**config.mk**
```make
export PLATFORM = sky130hd
export DESIGN_NAME = alu_muldiv_seq_flat
export DESIGN_NICKNAME = d
export VERILOG_FILES = /design/src/rtl/alu_muldiv_seq_pkg.sv /design/src/rtl/alu_muldiv_seq_if.sv /design/src/rtl/alu_muldiv_seq_sign_fix.sv /design/src/rtl/alu_muldiv_seq.sv /design/src/flat_wrapper.sv
export SDC_FILE = /design/constraint.sdc
export NUM_CORES = 1
export LEC_CHECK = 0
export BUFFER_PORTS_ARGS = -buffer_cell sky130_fd_sc_hd__buf_2
export CAP_MARGIN = 10
export CORE_MARGIN = 4
export CORE_UTILIZATION = 52
export CTS_CLUSTER_DIAMETER = 50
export DETAILED_ROUTE_END_ITERATION = 12
export PLACE_DENSITY_LB_ADDON = 0.2
export SETUP_SLACK_MARGIN = 0.1
export SLEW_MARGIN = 5
export SYNTH_ARGS = -nofsm -noshare
export SYNTH_HDL_FRONTEND = slang
export SYNTH_SLANG_ARGS = --single-unit
```
**constraint.sdc**
```tcl
create_clock -name clk -period 3.85 [get_ports clk]
set_input_delay 0.5775 -clock clk [delete_from_list [all_inputs] [get_ports clk]]
set_output_delay 0.5775 -clock clk [all_outputs]
set_load 0.01 [all_outputs]
```
**src/rtl/alu_muldiv_seq_pkg.sv**
```systemverilog
// Shared constants for the iterative multiply/divide sequencer.
// Optional feature macro: MULDIV_EARLY_OUT_EN (early MUL termination).
package alu_muldiv_seq_pkg;

  localparam int unsigned XLEN  = 32;
  localparam int unsigned CNT_W = 5;

  localparam logic [2:0] MDOP_MUL  = 3'd0;
  localparam logic [2:0] MDOP_DIV  = 3'd4;
  localparam logic [2:0] MDOP_DIVU = 3'd5;
  localparam logic [2:0] MDOP_REM  = 3'd6;
  localparam logic [2:0] MDOP_REMU = 3'd7;

  localparam logic [3:0] ALUOP_ADD  = 4'd0;
  localparam logic [3:0] ALUOP_SUB  = 4'd1;
  localparam logic [3:0] ALUOP_SLTU = 4'd3;

endpackage

```
**src/rtl/alu_muldiv_seq_if.sv**
```systemverilog
// Request/response handshake bundle between the execute stage and the sequencer.
interface alu_muldiv_seq_if;
  import alu_muldiv_seq_pkg::*;

  logic            req_valid;
  logic            req_ready;
  logic [2:0]      req_op;
  logic [XLEN-1:0] req_a;
  logic [XLEN-1:0] req_b;
  logic            rsp_valid;
  logic            rsp_ready;
  logic [XLEN-1:0] rsp_result;
  logic            busy;

  modport master (
    output req_valid, req_op, req_a, req_b, rsp_ready,
    input  req_ready, rsp_valid, rsp_result, busy
  );

  modport slave (
    input  req_valid, req_op, req_a, req_b, rsp_ready,
    output req_ready, rsp_valid, rsp_result, busy
  );

endinterface

```
**src/rtl/alu_muldiv_seq_sign_fix.sv**
```systemverilog
// Combinational conditional two's-complement negate (abs of signed operands, result fixup).
module alu_muldiv_seq_sign_fix #(
  parameter int unsigned Width = 32
) (
  input  logic [Width-1:0] val_i,
  input  logic             neg_i,
  output logic [Width-1:0] val_o
);

  assign val_o = neg_i ? (~val_i + Width'(1)) : val_i;

endmodule

```
**src/rtl/alu_muldiv_seq.sv**
```systemverilog
// Iterative RV32M multiply/divide sequencer driving a shared external ALU.
// MULDIV_EARLY_OUT_EN: stop MUL as soon as the remaining multiplier is zero.
module alu_muldiv_seq
  import alu_muldiv_seq_pkg::*;
(
  input  logic            clk,
  input  logic            rst_n,
  alu_muldiv_seq_if.slave md,
  output logic [XLEN-1:0] alu_src_a,
  output logic [XLEN-1:0] alu_src_b,
  output logic [3:0]      alu_op_code,
  input  logic [XLEN-1:0] alu_result
);

  typedef enum logic [2:0] {
    StIdle, StPrep, StMulStep, StDivCmp, StDivSub, StFixup, StDone
  } state_e;

  localparam logic [CNT_W-1:0] CntLast = CNT_W'(XLEN - 1);

  state_e            state_q, state_d;
  logic [2:0]        op_q, op_d;
  logic [XLEN-1:0]   a_q, a_d, b_q, b_d;
  logic [XLEN-1:0]   acc_q, acc_d;      // MUL accumulator / DIV partial remainder
  logic [XLEN-1:0]   mcand_q, mcand_d;  // MUL multiplicand / DIV divisor
  logic [XLEN-1:0]   mplier_q, mplier_d; // MUL multiplier / DIV dividend
  logic [XLEN-1:0]   quot_q, quot_d;
  logic [XLEN-1:0]   res_q, res_d;
  logic [CNT_W-1:0]  cnt_q, cnt_d;
  logic              neg_q, neg_d, ge_q, ge_d;

  logic            op_div, op_rem, op_signed;
  logic [XLEN-1:0] fix_a_val, fix_a_out, abs_b, rem_s;
  logic            fix_a_neg;

  assign op_div    = op_q inside {MDOP_DIV, MDOP_DIVU, MDOP_REM, MDOP_REMU};
  assign op_rem    = op_q inside {MDOP_REM, MDOP_REMU};
  assign op_signed = op_q inside {MDOP_DIV, MDOP_REM};
  assign rem_s     = {acc_q[XLEN-2:0], mplier_q[XLEN-1]};

  // One negator serves both |a| in PREP and the final result fixup.
  assign fix_a_val = (state_q == StFixup) ? ((op_div && !op_rem) ? quot_q : acc_q) : a_q;
  assign fix_a_neg = (state_q == StFixup) ? neg_q : (op_signed & a_q[XLEN-1]);

  alu_muldiv_seq_sign_fix #(.Width(XLEN)) u_fix_a (
    .val_i (fix_a_val),
    .neg_i (fix_a_neg),
    .val_o (fix_a_out)
  );

  alu_muldiv_seq_sign_fix #(.Width(XLEN)) u_fix_b (
    .val_i (b_q),
    .neg_i (op_signed & b_q[XLEN-1]),
    .val_o (abs_b)
  );

  assign md.req_ready  = (state_q == StIdle);
  assign md.busy       = (state_q != StIdle);
  assign md.rsp_valid  = (state_q == StDone);
  assign md.rsp_result = res_q;

  always_comb begin
    state_d     = state_q;
    op_d        = op_q;
    a_d         = a_q;
    b_d         = b_q;
    acc_d       = acc_q;
    mcand_d     = mcand_q;
    mplier_d    = mplier_q;
    quot_d      = quot_q;
    res_d       = res_q;
    cnt_d       = cnt_q;
    neg_d       = neg_q;
    ge_d        = ge_q;
    alu_src_a   = '0;
    alu_src_b   = '0;
    alu_op_code = ALUOP_ADD;

    case (state_q)
      StIdle: begin
        if (md.req_valid) begin
          op_d    = md.req_op;
          a_d     = md.req_a;
          b_d     = md.req_b;
          state_d = StPrep;
        end
      end
      StPrep: begin
        acc_d  = '0;
        quot_d = '0;
        cnt_d  = '0;
        ge_d   = 1'b0;
        if (op_div) begin
          mplier_d = fix_a_out;
          mcand_d  = abs_b;
          neg_d    = op_signed & (op_rem ? a_q[XLEN-1] : (a_q[XLEN-1] ^ b_q[XLEN-1]));
          if (b_q == '0) begin
            res_d   = op_rem ? a_q : '1;
            state_d = StDone;
          end else begin
            state_d = StDivCmp;
          end
        end else begin
          mcand_d  = a_q;
          mplier_d = b_q;
          neg_d    = 1'b0;
          state_d  = StMulStep;
`ifdef MULDIV_EARLY_OUT_EN
          if (b_q == '0) state_d = StFixup;
`endif
        end
      end
      StMulStep: begin
        alu_src_a   = acc_q;
        alu_src_b   = mcand_q;
        alu_op_code = ALUOP_ADD;
        if (mplier_q[0]) acc_d = alu_result;
        mcand_d  = mcand_q << 1;
        mplier_d = mplier_q >> 1;
        cnt_d    = cnt_q + CNT_W'(1);
`ifdef MULDIV_EARLY_OUT_EN
        if (cnt_q == CntLast || mplier_q[XLEN-1:1] == '0) state_d = StFixup;
`else
        if (cnt_q == CntLast) state_d = StFixup;
`endif
      end
      StDivCmp: begin
        alu_src_a   = rem_s;
        alu_src_b   = mcand_q;
        alu_op_code = ALUOP_SLTU;
        acc_d       = rem_s;
        mplier_d    = mplier_q << 1;
        // Bit shifted out of the remainder makes it a 33-bit value, always >= divisor.
        ge_d        = acc_q[XLEN-1] | ~alu_result[0];
        state_d     = StDivSub;
      end
      StDivSub: begin
        alu_src_a   = acc_q;
        alu_src_b   = mcand_q;
        alu_op_code = ALUOP_SUB;
        if (ge_q) acc_d = alu_result;
        quot_d  = {quot_q[XLEN-2:0], ge_q};
        cnt_d   = cnt_q + CNT_W'(1);
        state_d = (cnt_q == CntLast) ? StFixup : StDivCmp;
      end
      StFixup: begin
        res_d   = fix_a_out;
        state_d = StDone;
      end
      StDone: begin
        if (md.rsp_ready) state_d = StIdle;
      end
      default: state_d = StIdle;
    endcase
  end

  always_ff @(posedge clk) begin
    if (!rst_n) begin
      state_q  <= StIdle;
      op_q     <= MDOP_MUL;
      a_q      <= '0;
      b_q      <= '0;
      acc_q    <= '0;
      mcand_q  <= '0;
      mplier_q <= '0;
      quot_q   <= '0;
      res_q    <= '0;
      cnt_q    <= '0;
      neg_q    <= 1'b0;
      ge_q     <= 1'b0;
    end else begin
      state_q  <= state_d;
      op_q     <= op_d;
      a_q      <= a_d;
      b_q      <= b_d;
      acc_q    <= acc_d;
      mcand_q  <= mcand_d;
      mplier_q <= mplier_d;
      quot_q   <= quot_d;
      res_q    <= res_d;
      cnt_q    <= cnt_d;
      neg_q    <= neg_d;
      ge_q     <= ge_d;
    end
  end

endmodule

```
**src/flat_wrapper.sv**
```systemverilog
// flat-port wrapper written by rule: the top's interface ports become plain ports
module alu_muldiv_seq_flat import alu_muldiv_seq_pkg::*;
  (clk, rst_n, alu_src_a, alu_src_b, alu_op_code, alu_result, md_req_valid, md_req_op, md_req_a, md_req_b, md_rsp_ready, md_req_ready, md_rsp_valid, md_rsp_result, md_busy);
  alu_muldiv_seq_if md_i ();
  input  logic clk;
  input  logic rst_n;
  output logic [XLEN-1:0] alu_src_a;
  output logic [XLEN-1:0] alu_src_b;
  output logic [3:0] alu_op_code;
  input  logic [XLEN-1:0] alu_result;
  input wire logic [$bits(md_i.req_valid)-1:0] md_req_valid;
  input wire logic [$bits(md_i.req_op)-1:0] md_req_op;
  input wire logic [$bits(md_i.req_a)-1:0] md_req_a;
  input wire logic [$bits(md_i.req_b)-1:0] md_req_b;
  input wire logic [$bits(md_i.rsp_ready)-1:0] md_rsp_ready;
  output wire logic [$bits(md_i.req_ready)-1:0] md_req_ready;
  output wire logic [$bits(md_i.rsp_valid)-1:0] md_rsp_valid;
  output wire logic [$bits(md_i.rsp_result)-1:0] md_rsp_result;
  output wire logic [$bits(md_i.busy)-1:0] md_busy;
  assign md_i.req_valid = md_req_valid;
  assign md_i.req_op = md_req_op;
  assign md_i.req_a = md_req_a;
  assign md_i.req_b = md_req_b;
  assign md_i.rsp_ready = md_rsp_ready;
  assign md_req_ready = md_i.req_ready;
  assign md_rsp_valid = md_i.rsp_valid;
  assign md_rsp_result = md_i.rsp_result;
  assign md_busy = md_i.busy;
  alu_muldiv_seq u_core (.clk(clk), .rst_n(rst_n), .md(md_i), .alu_src_a(alu_src_a), .alu_src_b(alu_src_b), .alu_op_code(alu_op_code), .alu_result(alu_result));
endmodule
```
==> results.md <==
- Status: complete, no violations
- CTS max path bufs: 3
- WHS Path Cells: 3
- Worst Reg-to-Reg Cells: 8
- Hold Crit Class: primary input to flip-flop
- EDFF count, synth: 0
- Routed WL: 48850 um
- CTS clk-pin slew, worst paths: ~60 ps
- Drt first pass iters: 6
- Clock Sinks: 237
- Area leader, netlist: dfxtp_1
- Hold Buf Count CTS: 0
- Setup Skew: between 20 and 25 ps
- Initial antenna violation count: 0
- Max stage delay on crit path: 570 ps
- Total gr overflow: 0
- Mean Syn Cell Area: 7.516 um^2
- 1st-iter DRT viols: 1689
- Setup violations, final: 0
- Die ar.: around 0.028 mm^2
- Unrepaired setup endpoints after global routing: false
- Final period utilization: between 90 and 100%
- Maxcap violations: 0
- Worst Setup End Kind: primary output
- Vias in the first global route: about 13k
- Synthesized instance count: approximately 1.8k
- WL/cell: 21.74 um
- Required time of the critical path: 3270 ps
- Vias per cell: 6.371
- Cts repair resizes: 0
- Post-DRT Antenna Nets: 0
- Worst Path Max Fanout: 66
- Final hold vios: 0
- Layout area overhead: 16.54%
- Via Count: 14.32k
- Slew Limit Headroom: ~18%
- DRC Markers: 0
- CP top delay family: buffers and inverters
- Worst-Skew Late Latency: 570 ps
- CTS tree: done
- Nets: 2001
- Slowest-stage cell, CP: nor2b_1
- Row cnt: a little under 60
- Crit path cell chain: buf_4, nor2b_1, nand2_1, inv_2, buf_12, a22o_1, buf_2
- Peak supply drop: 0.4735 mV
- Initial core utilization: a little over half
- GRT Overall Usage: 33.17%
- Count of cell types in the netlist: 67
- Number of diodes: 0
- Setup TNS: 0 ps
- CTS root buffer: clkbuf_16
- Ys async rst share: 0%
- Cts bufs inserted: 29
- Pwr dens: 735.5 mW/mm^2
- WP depth: 7
- Post-CTS setup buffers: 0
- Sequential fraction of the synthesis area: ~36%
- Core Region: 0.02511 mm^2
- Die width: 167.5 um
- WS Path Type: flip-flop to primary output
- Largest net degree at the start of global routing: 100
- Fillers: 2360
- Crit path DAT: 3010 ps
- Buf/Inv on CP: 4
- H-tree levels: 1
- Footprint of the multi-input gates: around 0.0077 mm^2
- Port bufs: 203
- Pins over their slew limit: 0
- Slew @ Worst Pin: approximately 1200 ps
- Sequential cell area: around 0.0047 mm^2
- First-pass GRT wire length: about 76000 um
- Yosys warnings: 0
- Share of layout cells above drive strength 1: 18.94%
- Synth Flop Type: dfxtp_1
- Yosys top cell area share: 35.85%
- Synth top area cells: dfxtp_1 36%, a21oi_1 7.7%, nand2_1 7.3%
- Pleak: 0.005951 uW
- I/O pin count: 206
- Die Ht: around 170 um
- Startpoint types: flip-flop
- Worst setup margin: 261.2 ps
- Setup slack at placement: 594.4 ps
- Synthesized area: 0.01324 mm^2
- Fin crit period: 3589 ps
- Post-DP HPWL: 34770 um
- Synthesized flop and latch total: 237
- F_max: between 200 and 300 MHz
- RD Place Congestion: 1.023
[routing by layer]
metal,GRT usage (%),routed length (um),vias to the layer above
li1,-,-,6632
met1,45.11,20060,6823
met2,52.52,22060,735
met3,5.571,4295,126
met4,13.62,2432,0
met5,0,0,-
[cell usage after synthesis, drive strengths merged (8+ instances only)]
master and n:
o211ai 10, a21oi 204, xor2 23, a22oi 68, mux2i 16, o31ai 20
dfxtp 237, xnor2 42, nor4 14, a221oi 29, o21ai 127, and2 38
o221ai 34, nand3 12, clkbuf 134, inv 21, a31o 9, a211oi 35
nand2 259, buf 26, a31oi 37, a22o 32, nor2 194, o22ai 11
or3 16, nand2b 8, nor3 22
[layout by cell type (no fill, tap or decap), types with 5 or more instances in the layout]
master	count
a211o_1	7
a211oi_1	35
a21oi_1	204
a221oi_1	29
a22o_1	32
a22oi_1	68
a31o_2	9
a31oi_1	37
and2_1	37
and3_1	5
buf_2	203
buf_4	55
clkbuf_16	29
clkbuf_8	5
clkinv_2	7
clkinvlp_4	5
dfxtp_1	235
inv_1	19
mux2i_1	16
nand2_1	257
nand2b_1	8
nand3_1	11
nand3b_1	7
nor2_1	190
nor3_1	22
nor4_1	12
o211ai_1	10
o21ai_0	123
o221ai_1	34
o22ai_1	11
o31ai_1	20
o41ai_1	6
or2_2	5
or3_1	14
xnor2_1	42
xor2_1	23
[metrics by stage]
stage / util (%) / instance area [um^2] / hold WS, ps / instances / power [uW]
floorplan: - / 13250 / 432.2 / 1762 / 6832
global placement: 57.59 / 14460 / 446.1 / 2193 / 8442
detailed placement: 57.59 / 14460 / 455.5 / 2193 / 8509
CTS: 61.43 / 15420 / 239.2 / 2247 / 11210
global route: 61.43 / 15420 / 257.6 / 2247 / 11980
finish: 61.43 / 15420 / 246.2 / 2247 / 11350
[final timing paths]
path / from / to / slack [ps]
worst max-delay path: u_core.state_q[0] / alu_src_a[17] / 260
worst max register to register: u_core.state_q[1] / u_core.mplier_q[17] / 530
worst min-delay path: md_req_b[1] / u_core.b_q[1] / 250
worst min register to register: u_core.ge_q / u_core.ge_q / 470
[cells by family after synthesis]
kind of cell	after synthesis	synth area share, %
adders and majority gates	4	0.3782
DFF	237	35.85
muxes	19	1.465
buffers and inverters	183	6.249
AOI/OAI and AO/OA	652	31.67
other	1	0.02833
and+or+nand+nor	600	20.06
xor gates and xnor gates	65	4.301
[tightest hold or removal path, stage by stage]
cell	delay, ps
buf_2	100
nand2_1	50
a21oi_1	50
[cell type report]
| type | count | area share [%] |
|---|---|---|
| well taps | 330 | 2.677 |
| clock buffers | 35 | 5.175 |
| repair buffers | 262 | 9.783 |
| clock inverters | 19 | 1.071 |
| multi-input cells | 1342 | 49.95 |
| flip-flops and latches | 237 | 30.79 |
| inverters | 22 | 0.5516 |
[flip-flops by register name, indices dropped and copies added (netlist names)]
register / cells
u_core.a_q: 32
u_core.acc_q: 32
u_core.b_q: 32
u_core.mcand_q: 32
u_core.md.rsp_result: 32
u_core.mplier_q: 32
u_core.quot_q: 32
u_core.cnt_q: 5
u_core.op_q: 3
u_core.state_q: 3
u_core.ge_q: 1
u_core.neg_q: 1
[report_power, final]
part	internal (uW)	total (uW)	switching (uW)
Combinational	1640	4880	3240
Clock	1560	2720	1160
Sequential	2990	3740	754
Power figures use the tool's default switching activity.
